## src/rtl/seq_alu.sv

```systemverilog
// -----------------------------------------------------------------------------
// seq_alu -- multi-cycle ALU for the CPU execute stage.
//
// The control unit starts an operation with a START/BUSY/DONE handshake and
// stalls the pipeline while BUSY is high. Logic ops and add/subtract finish
// one edge after acceptance. Shifts and rotates step 1 bit per cycle. MUL is
// an unsigned shift-add multiplier that returns the full double-width product.
//
// Ports:
//   CLK        in   system clock, rising edge active
//   RESET      in   synchronous, active-high reset
//   START      in   request; accepted only at an edge where BUSY is low
//   SELECT     in   [3:0] opcode, captured with START
//   DATA1      in   [WIDTH-1:0] operand A, captured with START
//   DATA2      in   [WIDTH-1:0] operand B or shift amount, captured with START
//   BUSY       out  high from the accept edge until the completion edge
//   DONE       out  one-cycle pulse in the cycle after the completion edge
//   RESULT     out  [WIDTH-1:0] result; holds until the next completion
//   RESULT_HI  out  [WIDTH-1:0] upper half of a MUL product, else 0
//   ZERO       out  RESULT == 0, updated together with RESULT
// -----------------------------------------------------------------------------
module seq_alu #(
  parameter int WIDTH = 8,
  parameter int CNTW  = $clog2(WIDTH) + 1
) (
  input  logic             CLK,
  input  logic             RESET,
  input  logic             START,
  input  logic [3:0]       SELECT,
  input  logic [WIDTH-1:0] DATA1,
  input  logic [WIDTH-1:0] DATA2,
  output logic             BUSY,
  output logic             DONE,
  output logic [WIDTH-1:0] RESULT,
  output logic [WIDTH-1:0] RESULT_HI,
  output logic             ZERO
);

  localparam int LOGW = $clog2(WIDTH);

  localparam logic [3:0] OP_MOV = 4'b0000;
  localparam logic [3:0] OP_ADD = 4'b0001;
  localparam logic [3:0] OP_AND = 4'b0010;
  localparam logic [3:0] OP_OR  = 4'b0011;
  localparam logic [3:0] OP_SRL = 4'b0100;
  localparam logic [3:0] OP_SLL = 4'b0101;
  localparam logic [3:0] OP_ROR = 4'b0110;
  localparam logic [3:0] OP_SRA = 4'b0111;
  localparam logic [3:0] OP_MUL = 4'b1000;
  localparam logic [3:0] OP_SUB = 4'b1001;

  // WIDTH expressed in the counter width and in the operand width.
  localparam logic [CNTW-1:0]  W_CNT  = CNTW'(WIDTH);
  localparam logic [WIDTH-1:0] W_OPND = WIDTH'(WIDTH);

  typedef enum logic {
    IDLE = 1'b0,
    RUN  = 1'b1
  } state_t;

  state_t           state;
  logic [3:0]       op;        // opcode of the running operation
  logic [WIDTH-1:0] opa;       // operand A / multiplicand
  logic [WIDTH-1:0] opb;       // operand B for the single-step ops
  logic [WIDTH-1:0] acc_hi;    // upper half of the MUL accumulator
  logic [WIDTH-1:0] acc_lo;    // shift working value / lower MUL half
  logic [CNTW-1:0]  cnt;       // remaining iteration steps

  logic [WIDTH-1:0] step_hi;
  logic [WIDTH-1:0] step_lo;
  logic [WIDTH:0]   mul_sum;
  logic [WIDTH-1:0] fin_lo;
  logic [WIDTH-1:0] fin_hi;

  // Number of RUN steps before the completion edge.
  // Plain shifts saturate at WIDTH because every bit has gone by then.
  // A rotate by a multiple of WIDTH is the identity, so only B mod WIDTH
  // steps are needed.
  function automatic logic [CNTW-1:0] iter_count(input logic [3:0]       sel,
                                                 input logic [WIDTH-1:0] b);
    logic [CNTW-1:0] k;
    k = {CNTW{1'b0}};
    case (sel)
      OP_SRL, OP_SLL, OP_SRA: begin
        if (b >= W_OPND) begin
          k = W_CNT;
        end else begin
          k = CNTW'(b);
        end
      end
      OP_ROR:  k = {1'b0, b[LOGW-1:0]};
      OP_MUL:  k = W_CNT;
      default: k = {CNTW{1'b0}};
    endcase
    return k;
  endfunction

  // Result of the ops that need no iteration. Invalid opcodes give 0.
  function automatic logic [WIDTH-1:0] single_result(input logic [3:0]       sel,
                                                     input logic [WIDTH-1:0] a,
                                                     input logic [WIDTH-1:0] b);
    logic [WIDTH-1:0] r;
    r = {WIDTH{1'b0}};
    case (sel)
      OP_MOV:  r = b;
      OP_ADD:  r = a + b;
      OP_SUB:  r = a - b;
      OP_AND:  r = a & b;
      OP_OR:   r = a | b;
      default: r = {WIDTH{1'b0}};
    endcase
    return r;
  endfunction

  // MUL partial sum: add the multiplicand when the current multiplier bit is
  // set. The extra bit keeps the carry, which is shifted into acc_hi.
  always_comb begin
    mul_sum = {1'b0, acc_hi};
    if (acc_lo[0]) begin
      mul_sum = {1'b0, acc_hi} + {1'b0, opa};
    end else begin
      mul_sum = {1'b0, acc_hi};
    end
  end

  // One iteration step of the running shift, rotate or multiply.
  always_comb begin
    step_hi = acc_hi;
    step_lo = acc_lo;
    case (op)
      OP_SRL: step_lo = {1'b0, acc_lo[WIDTH-1:1]};
      OP_SLL: step_lo = {acc_lo[WIDTH-2:0], 1'b0};
      OP_ROR: step_lo = {acc_lo[0], acc_lo[WIDTH-1:1]};
      OP_SRA: step_lo = {acc_lo[WIDTH-1], acc_lo[WIDTH-1:1]};
      OP_MUL: begin
        // {carry, acc_hi, acc_lo} shifted right by one. The used multiplier
        // bit drops out of acc_lo. A product bit enters acc_lo at the top.
        step_hi = mul_sum[WIDTH:1];
        step_lo = {mul_sum[0], acc_lo[WIDTH-1:1]};
      end
      default: begin
        step_hi = acc_hi;
        step_lo = acc_lo;
      end
    endcase
  end

  // Values loaded into RESULT / RESULT_HI at the completion edge.
  always_comb begin
    fin_lo = {WIDTH{1'b0}};
    fin_hi = {WIDTH{1'b0}};
    case (op)
      OP_SRL, OP_SLL, OP_ROR, OP_SRA: begin
        fin_lo = acc_lo;
        fin_hi = {WIDTH{1'b0}};
      end
      OP_MUL: begin
        fin_lo = acc_lo;
        fin_hi = acc_hi;
      end
      default: begin
        fin_lo = single_result(op, opa, opb);
        fin_hi = {WIDTH{1'b0}};
      end
    endcase
  end

  // Control FSM, operand capture, iteration datapath and registered outputs.
  always_ff @(posedge CLK) begin
    if (RESET) begin
      state     <= IDLE;
      op        <= 4'b0000;
      opa       <= {WIDTH{1'b0}};
      opb       <= {WIDTH{1'b0}};
      acc_hi    <= {WIDTH{1'b0}};
      acc_lo    <= {WIDTH{1'b0}};
      cnt       <= {CNTW{1'b0}};
      BUSY      <= 1'b0;
      DONE      <= 1'b0;
      RESULT    <= {WIDTH{1'b0}};
      RESULT_HI <= {WIDTH{1'b0}};
      ZERO      <= 1'b1;
    end else begin
      DONE <= 1'b0;
      case (state)
        IDLE: begin
          if (START) begin
            op     <= SELECT;
            opa    <= DATA1;
            opb    <= DATA2;
            cnt    <= iter_count(SELECT, DATA2);
            acc_hi <= {WIDTH{1'b0}};
            // MUL consumes the multiplier from acc_lo. Shifts work on A.
            if (SELECT == OP_MUL) begin
              acc_lo <= DATA2;
            end else begin
              acc_lo <= DATA1;
            end
            BUSY   <= 1'b1;
            state  <= RUN;
          end else begin
            state <= IDLE;
          end
        end
        RUN: begin
          if (cnt != {CNTW{1'b0}}) begin
            acc_hi <= step_hi;
            acc_lo <= step_lo;
            cnt    <= cnt - CNTW'(1);
          end else begin
            RESULT    <= fin_lo;
            RESULT_HI <= fin_hi;
            ZERO      <= (fin_lo == {WIDTH{1'b0}});
            DONE      <= 1'b1;
            BUSY      <= 1'b0;
            state     <= IDLE;
          end
        end
        default: begin
          BUSY  <= 1'b0;
          state <= IDLE;
        end
      endcase
    end
  end

endmodule
```

## config.mk

```make
export PLATFORM = sky130hd
export DESIGN_NAME = seq_alu
export DESIGN_NICKNAME = d
export VERILOG_FILES = /design/src/rtl/seq_alu.sv
export SDC_FILE = /design/constraint.sdc
export NUM_CORES = 1
export LEC_CHECK = 0
export CAP_MARGIN = 10
export CORE_AREA = 2 2 85 87
export DETAILED_ROUTE_END_ITERATION = 16
export DIE_AREA = 0 0 87 89
export GPL_ROUTABILITY_DRIVEN = 0
export PLACE_DENSITY = 0.9
export SLEW_MARGIN = 20
export SYNTH_ARGS = -nofsm -noshare
export SYNTH_HDL_FRONTEND = slang
export SYNTH_SLANG_ARGS = --single-unit
```

## constraint.sdc

```tcl
create_clock -name CLK -period 3.59 [get_ports CLK]
set_input_delay 0.5385 -clock CLK [delete_from_list [all_inputs] [get_ports CLK]]
set_output_delay 0.5385 -clock CLK [all_outputs]
set_load 0.02 [all_outputs]
```

==> results.sh, run 1 <==
export IMPL_clk_latency_ns=0.34
export IMPL_rows=30
export IMPL_yosys_most_used_dff="dfxtp_1"
export IMPL_synthCells=477
export IMPL_antenna_cells=0
export IMPL_route_detailed_drc=0
export IMPL_synth_edf_count=0
export IMPL_final_period_utilization_pct=86.39
export IMPL_core_um2=6719
export IMPL_clock_skew_ns=0.007254
export IMPL_hold_violations=0
export IMPL_seqPwrFrac_pct=39.9
export IMPL_cts_hold_buf=0
export IMPL_synth_simple_area_share_pct=23.90
export IMPL_critPathLaunch="op[1]$_SDFFE_PP0P_"
export IMPL_cp_start_kind="flop"
export IMPL_cts_tree="done"
export IMPL_initial_core_util_pct=56.41
export IMPL_area_delta_synth_final_pct=16.67
export IMPL_reg2reg_depth=9
export IMPL_fp_dieW_um=87
export IMPL_seq_area_frac_synth_pct=31.69
export IMPL_synth_area_um2=3790
export IMPL_hold_path_end="RESULT_HI[0]$_SDFFE_PP0P_"
export IMPL_root_buffer="clkbuf_8"
export IMPL_reg2reg_to="ZERO$_SDFFE_PP1P_"
export IMPL_fill_cells=544
export IMPL_synthMuxAreaShare_pct=5.579
export IMPL_yosys_warnings=0
export IMPL_clk_pin_slew_worst_paths_ns=0.07
export IMPL_p_per_area_nw_per_um2=440.0
export IMPL_crit_fanout=11
export IMPL_end_kind="flop"
export IMPL_holdCritPathClass="flop to flop"
export IMPL_ys_async_sr_fraction_pct=0
export IMPL_cts_setup_buffers=0
export IMPL_fmax_mhz=322.4
export IMPL_rsz0062_at_grt="no"
export IMPL_min_from="RESULT_HI[0]$_SDFFE_PP0P_"
export IMPL_antenna_found_initial=0
export IMPL_status="finished clean"
export IMPL_die_area_um2=7743
export IMPL_drive_above_1_share_pct=7.198
export IMPL_fin_crit_ns=3.102
export IMPL_slew_headroom_pct=33.63
export IMPL_num_vias=3666
export IMPL_overflow=0
export IMPL_cp_arrival_ns=3.39
export IMPL_p_leak_nw=1.648
export IMPL_r2r_setup_slack_ns=0.49
export IMPL_synth_compound_area_share_pct=22.75
export IMPL_cts_htree_levels=3
export IMPL_synth_nets=521
export IMPL_grt_max_degree=57
export IMPL_p_comb_share_pct=28.1
export IMPL_min_delay_path_depth=2
export IMPL_switching_share_pct=32.95
export IMPL_tns_ns=0
export IMPL_cts_resized=0
export IMPL_clkSinkCount=60
export IMPL_dp_hpwl_um=7434
export IMPL_setup_viol=0
export IMPL_ys_ff_latch=60
export IMPL_synth_cell_types=61
export IMPL_grt_pass1_vias=3398
export IMPL_p_int_mw=1.305
export IMPL_synth_top_family_by_area="simple AND/OR/NAND/NOR gates"
export IMPL_routedWlPerCell_um=17.13
export IMPL_switchingPower_mw=0.6411
export IMPL_via_per_inst=6.172
export IMPL_boundaryPins=42
export IMPL_total_power_mw=1.946
export IMPL_wl_um=10180
export IMPL_ir_drop_uv=235.9
export IMPL_drtAntennaViolNets=0
export IMPL_portBuffers=41
export IMPL_drv_slew=0
export IMPL_worstSetupPathType="flop to flop"
export IMPL_die_h_um=89
export IMPL_required_ns=3.88
export IMPL_maxCapViolCount=0
export IMPL_worstMarginPinSlew_ns=0.9956
export IMPL_cts_buffer_depth=2
export IMPL_num_nets_final=554
export IMPL_firstDrtPassIters=5
export IMPL_grt_usage_pct=26.71
export IMPL_cts_buffers=9
export IMPL_clkPwrFrac_pct=32.0
export IMPL_syn_area_per_cell_um2=7.945
export IMPL_dr_first_iter_drc_count=418
export IMPL_grt_pass1_wl_um=16200
export IMPL_yosys_area_share_xor_xnor_pct=4.127
export IMPL_synthAdderAreaFrac_pct=7.329
export IMPL_reg2reg_from="op[1]$_SDFFE_PP0P_"
-- cell usage after synthesis (13+ instances only) --
library cell	count	area (µm²)
a211oi_1	15	112.6
a21oi_1	56	280.3
clkbuf_1	17	63.81
dfxtp_1	60	1201
ha_1	19	237.7
inv_1	13	48.80
mux2i_1	20	200.2
nand2_1	58	217.7
nor2_1	63	236.5
nor3_1	16	80.08
o21ai_0	14	70.07
-- worst max-delay path by stage --
stage	endpoint	slack [ns]	cells after the start
after floorplan	ZERO$_SDFFE_PP1P_	0.92	11
after global placement	ZERO$_SDFFE_PP1P_	0.69	9
after detailed placement	ZERO$_SDFFE_PP1P_	0.56	9
after CTS	ZERO$_SDFFE_PP1P_	0.54	9
after global routing	ZERO$_SDFFE_PP1P_	0.37	9
final	ZERO$_SDFFE_PP1P_	0.49	9
-- layout make-up --
class	instances	area [µm²]	share of cell area, %
sequential	60	1201	27.16
clock inverter	4	48.80	1.104
tap	80	100.1	2.264
timing repair buffer	48	457.9	10.36
inverter	13	48.80	1.104
multi-input combinational	378	2414	54.58
clock buffer	11	151.4	3.424
-- power by group through the flow --
stage          registers [mW]  logic [mW]  clock network [mW]
4_1_cts                 0.775       0.538               0.623
3_5_place_dp            0.789       0.531                   0
5_1_grt                 0.782       0.600               0.647
3_3_place_gp            0.785       0.513                   0
2_1_floorplan           0.777       0.389                   0
6_report                0.777       0.546               0.623
-- kinds of logic after synthesis --
kind of cell / count (synthesis)
AO/OA/AOI/OAI: 132
XOR/XNOR: 17
adder cells (fa/ha/maj): 21
buffers and inverters: 39
flip-flops: 60
multiplexers: 21
AND/OR/NAND/NOR: 187
-- critical path: stages (launching register included) --
cell and delay (ns):
dfxtp_1 0.47, and4bb_1 0.53, mux2_2 0.41, fa_1 0.50, nor2b_1 0.04, a221oi_1 0.27, o21ai_1 0.15, nor4b_1 0.31
and4_1 0.23, a31o_1 0.14
-- state kept, by name (all words and copies together) (netlist names) --
signal / cells
acc_hi: 8
ZERO: 1
opa: 8
DONE: 1
state: 1
RESULT_HI: 8
cnt: 4
opb: 8
acc_lo: 8
BUSY: 1
RESULT: 8
op: 4
-- routing by layer --
layer / up-vias / GRT usage, % / share of wire (%)
met5: - / 0 / 0
met4: 0 / 12.78 / 3.3
met2: 168 / 43.44 / 47
li1: 1761 / - / -
met1: 1703 / 34.38 / 42
met3: 34 / 4.894 / 7.3
-- cells in the final DEF (no fill, tap or decap), types with 6 or more instances in the layout --
master,count
nor2_1,63
dfxtp_1,60
nand2_1,58
a21oi_1,56
clkdlybuf4s50_1,40
mux2i_1,20
ha_1,19
nor3_1,16
a211oi_1,15
o21ai_0,14
inv_1,13
xnor2_1,12
nor2b_1,12
clkbuf_8,11
nand2b_1,10
nand3_1,8
a22oi_1,7
buf_4,7
a31oi_1,6
a21o_1,6
-- metrics by stage --
stage          cell area, µm²  utilization [%]  instances  hold slack, ns  setup WS (ns)
3_3_place_gp             4222            62.83        579          0.4542         0.6891
2_1_floorplan            3790                -        477          0.4615         0.9231
3_5_place_dp             4222            62.83        579          0.4649         0.5569
5_1_grt                  4422            65.81        594          0.5237         0.3745
6_report                 4422            65.81        594          0.4731         0.4885
4_1_cts                  4422            65.81        594          0.4776         0.5411
(Power assumes the default switching activity.)
==> run 2: changes to the inputs <==
--- a/config.mk
+++ b/config.mk
@@ -10,7 +10,7 @@
 export DETAILED_ROUTE_END_ITERATION = 16
 export DIE_AREA = 0 0 87 89
 export GPL_ROUTABILITY_DRIVEN = 0
-export PLACE_DENSITY = 0.9
+export PLACE_DENSITY = 0.82
 export SLEW_MARGIN = 20
 export SYNTH_ARGS = -nofsm -noshare
 export SYNTH_HDL_FRONTEND = slang
==> run 2 against run 1 <==
Highest routed layer unchanged. Design area up 0.17%. Flip-flop and latch count unchanged. Combinational power decreased by 1%.
==> results.sh, run 2 (synthesis gave the netlist of run 1 again) <==
export IMPL_status="finished clean"
export IMPL_min_delay_path_depth=2
export IMPL_die_area_um2=7743
export IMPL_cts_buffer_depth=2
export IMPL_area_delta_synth_final_pct=16.87
export IMPL_worstMarginPinSlew_ns=0.9985
export IMPL_portBuffers=41
export IMPL_clkSinkCount=60
export IMPL_crit_slowest_cell="and4bb_1"
export IMPL_drv_slew=0
export IMPL_root_buffer="clkbuf_8"
export IMPL_final_util_pct=65.92
export IMPL_ir_drop_uv=219.5
export IMPL_boundaryPins=42
export IMPL_total_power_mw=1.993
export IMPL_required_ns=3.88
export IMPL_layout_common_cells="nor2_1 (63), dfxtp_1 (60), nand2_1 (58)"
export IMPL_cts_tree="done"
export IMPL_drtAntennaViolNets=0
export IMPL_grt_usage_pct=26.89
export IMPL_maxCapViolCount=0
export IMPL_wl_um=9997
export IMPL_final_period_utilization_pct=84.77
export IMPL_met3_usage_pct=3.786
export IMPL_initial_core_util_pct=56.41
export IMPL_cp_start_kind="flop"
export IMPL_die_h_um=89
export IMPL_routedWlPerCell_um=16.86
export IMPL_cts_buffers=9
export IMPL_dp_cells=578
export IMPL_p_leak_nw=1.647
export IMPL_rsz0062_at_grt="no"
export IMPL_worstSetupPathType="flop to flop"
export IMPL_timing_hold_ws_ns=0.4653
export IMPL_via_per_inst=6.182
export IMPL_dp_hpwl_um=7386
export IMPL_grt_pass1_wl_um=16280
export IMPL_fmax_mhz=328.6
export IMPL_overflow=0
export IMPL_cts_htree_levels=3
export IMPL_firstDrtPassIters=5
export IMPL_finalInstanceArea_um2=4429
export IMPL_setup_viol=0
export IMPL_dpl_worst_slack_ns=0.5403
export IMPL_cp_arrival_ns=3.33
export IMPL_clk_pin_slew_worst_paths_ns=0.06
export IMPL_drive_above_1_share_pct=6.823
export IMPL_fill_cells=580
export IMPL_cts_hold_buf=0
export IMPL_tns_ns=0
export IMPL_route_detailed_drc=0
export IMPL_cts_resized=0
export IMPL_clock_skew_ns=0.01153
export IMPL_cts_setup_buffers=0
export IMPL_cpPeakStageDelay_ns=0.54
export IMPL_hold_violations=0
export IMPL_layout_commonest_cell="nor2_1"
export IMPL_clk_latency_ns=0.35
export IMPL_stdcell_count=593
export IMPL_core_um2=6719
export IMPL_path_cells="and4bb_1 > mux2_2 > fa_1 > nor2b_1 > a221oi_1 > o21ai_1 > nor4b_1 > and4_1 > a31o_1"
export IMPL_p_per_area_nw_per_um2=449.9
export IMPL_rows=30
export IMPL_setup_ws_ns=0.5468
export IMPL_slew_headroom_pct=33.43
export IMPL_holdCritPathClass="flop to flop"
export IMPL_antenna_found_initial=0
export IMPL_crit_fanout=11
export IMPL_postPlaceCellArea_um2=4214
export IMPL_met1_usage_pct=35.80
export IMPL_antenna_cells=0
export IMPL_num_nets_final=553
export IMPL_fin_crit_ns=3.043
export IMPL_grt_busiest_layer="met2"
export IMPL_reg2reg_depth=9
export IMPL_grt_pass1_vias=3414
export IMPL_grt_use_met2_pct=43.65
export IMPL_grt_max_degree=57
export IMPL_fp_dieW_um=87
export IMPL_end_kind="flop"
export IMPL_dr_first_iter_drc_count=294
export IMPL_num_vias=3666
## run 2: final cells by class
type / instances / area [µm²] / share of cell area (%)
Sequential cell: 60 / 1201 / 27.12
Tap cell: 80 / 100.1 / 2.260
Clock inverter: 4 / 73.82 / 1.667
Timing Repair Buffer: 47 / 450.4 / 10.17
Clock buffer: 11 / 141.4 / 3.192
Multi-Input combinational cell: 378 / 2414 / 54.49
Inverter: 13 / 48.80 / 1.102
## run 2: routing by layer
layer	vias to the layer above	part of all wire (%)
li1	1760	-
met1	1734	43
met2	149	48
met3	23	6.4
met4	0	2.5
met5	-	0
## run 2: worst paths after layout
path / startpoint / endpoint / slack (ns)
max: op[1]$_SDFFE_PP0P_ / ZERO$_SDFFE_PP1P_ / 0.55
min: RESULT_HI[0]$_SDFFE_PP0P_ / RESULT_HI[0]$_SDFFE_PP0P_ / 0.47
max reg2reg: op[1]$_SDFFE_PP0P_ / ZERO$_SDFFE_PP1P_ / 0.55
min reg2reg: RESULT_HI[0]$_SDFFE_PP0P_ / RESULT_HI[0]$_SDFFE_PP0P_ / 0.47
## run 2: critical path: cells and delay by family, from the launching register on
family	cells	cell delay, ns
compound gates	3	0.52
fa+ha+maj	1	0.51
flops	1	0.46
mux	1	0.41
simple gates	4	1.09
## run 2: where the power goes
| part | internal (mW) | leakage (nW) | total, mW | switching (mW) |
|---|---|---|---|---|
| Clock | 0.406 | 0.109 | 0.677 | 0.271 |
| Combinational | 0.235 | 1.05 | 0.539 | 0.304 |
| Sequential | 0.714 | 0.491 | 0.777 | 0.0634 |
| Total | 1.35 | 1.65 | 1.99 | 0.638 |
==> RTL change (settings of run 2) <==
Register the input `DATA2` before use, cleared by the reset. The logic sees it one clock later. The other inputs are not delayed to match.
--- a/src/rtl/seq_alu.sv
+++ b/src/rtl/seq_alu.sv
@@ -59,4 +59,14 @@
   } state_t;
 
+  logic [WIDTH-1:0] DATA2_q;
+
+  always_ff @(posedge CLK) begin
+    if (RESET) begin
+      DATA2_q <= '0;
+    end else begin
+      DATA2_q <= DATA2;
+    end
+  end
+
   state_t           state;
   logic [3:0]       op;        // opcode of the running operation
@@ -188,10 +198,10 @@
             op     <= SELECT;
             opa    <= DATA1;
-            opb    <= DATA2;
-            cnt    <= iter_count(SELECT, DATA2);
+            opb    <= DATA2_q;
+            cnt    <= iter_count(SELECT, DATA2_q);
             acc_hi <= {WIDTH{1'b0}};
             // MUL consumes the multiplier from acc_lo. Shifts work on A.
             if (SELECT == OP_MUL) begin
-              acc_lo <= DATA2;
+              acc_lo <= DATA2_q;
             end else begin
               acc_lo <= DATA1;
Behaviour: not the same (Yosys sat finds a counterexample within 4 cycles, from zero or initial values and one cycle with RESET high).
==> RTL change against run 2 <==
  * First-iteration DRC count increased by 15%
  * Design area is 2.2% higher
  * Die area unchanged
  * Clock skew shrank 0.0052 ns
  * Power increased by 5.1%
  * Area after synthesis up 1.7%
  * Sequential cell count grew 8
  * Synthesized cell count decreased by 2.1%
  * Critical path depth grew 3
  * Wire length fell by 0.90%
  * Final cell count shrank 1.0%
  * Worst setup slack improved by 0.016 ns
  * Critical endpoint unchanged
==> RTL change: results (changes against run 2) <==
yosys:
  ys_top_cells_by_area: "dfxtp_1, a21oi_1, ha_1"
  syn_avg_cell_area_um2: 8.257  # +3.9%
  synth_fp_nets: 511  # -1.9%
  synth_top_cells_by_count: "dfxtp_1, nand2_1, a21oi_1"
  yosysSeqAreaShare_pct: 35.30  # +3.6 points
worst_setup_path:
  crit_fanout: 9  # -2
  arrival_ns: 3.31  # -0.02 ns
  r2r.worst_path.cells: 12  # +3
  critPathMaxStageDelay_ns: 0.45  # -0.09 ns
power:
  switchingPower_mw: 0.6412  # +0.51%
  vdd_drop_max_mv: 0.2807  # +28%
finish:
  fillers: 543  # -6.4%
  drive_gt1_share_pct: 6.903  # +0.081 points
global_route:
  grt_pass1_vias: 3294  # -3.5%
  grt_use_total_pct: 26.79  # -0.10 points
  grtUsageMet1_pct: 34.92  # -0.88 points
timing:
  tightestPinTransition_ns: 1.157  # +0.1586 ns
  hold-worst-slack_ns: 0.4652  # -0.0001190 ns
  finClkSkew_ns: 0.006331  # -0.005199 ns
  timing.final.ws_setup_ns: 0.5629  # +0.01601 ns
routing:
  first_pass_iters: 4  # -1
  drt_first_iter_violations: 337  # +15%
  viasPerCell: 6.073  # -1.8%
  routedLengthMet1_um: 4324  # -0.30%
placement:
  dpl.cell_count: 571  # -1.2%
status:
  status: "complete, no violations"
==> RTL change: cell types whose count changed in the layout (fill, tap and decap cells not counted), sizes merged, moves of 5 or more <==
cell,run 2,this run
a31oi,8,3
a22o,1,8
nor2,65,47
dfxtp,60,68
a22oi,7,1
nor2b,12,21
==> RTL change: per-stage QoR <==
| stage | power (mW) | cell area [µm²] |
|---|---|---|
| CTS | 2.091 | 4526 |
| floorplan | 1.250 | 3856 |
| detailed placement | 1.402 | 4308 |
| global placement | 1.387 | 4308 |
| finish | 2.095 | 4526 |
| global route | 2.186 | 4526 |
==> RTL change: how the worst min path moves through the flow <==
stage | endpoint | cells past startpoint
final | opb[7] | 2
after global routing | RESULT_HI[0] | 2
after CTS | opb[7] | 2
after detailed placement | opb[7] | 2
after global placement | RESULT_HI[0] | 2
after floorplan | opb[7] | 2
==> RTL change: area by class of cell <==
type	count	area share (%)
multi-input combinational	358	51.20
sequential	68	30.08
timing repair buffer	50	10.45
clock buffer	12	3.207
tap	80	2.212
clock inverter	4	1.604
inverter	15	1.244
==> RTL change: kinds of logic after synthesis <==
kind of cell / after synthesis / share of synthesized area [%]
mux: 23 / 6.003
buf+inv: 41 / 4.737
fa+ha+maj: 21 / 7.203
flops: 68 / 35.30
simple gates: 172 / 21.58
xor+xnor: 18 / 4.283
compound gates: 124 / 20.90
==> RTL change: power by group through the flow <==
stage	clock [mW]	sequential, mW	combinational [mW]
floorplan	0	0.879	0.372
global placement	0	0.884	0.503
detailed placement	0	0.888	0.514
CTS	0.702	0.871	0.517
global route	0.729	0.880	0.577
finish	0.697	0.873	0.525
==> RTL change: tightest hold or removal path, stage by stage (launching register included) <==
cell and delay [ns]:
dfxtp_1 0.32, nand2_1 0.05, a21oi_1 0.05
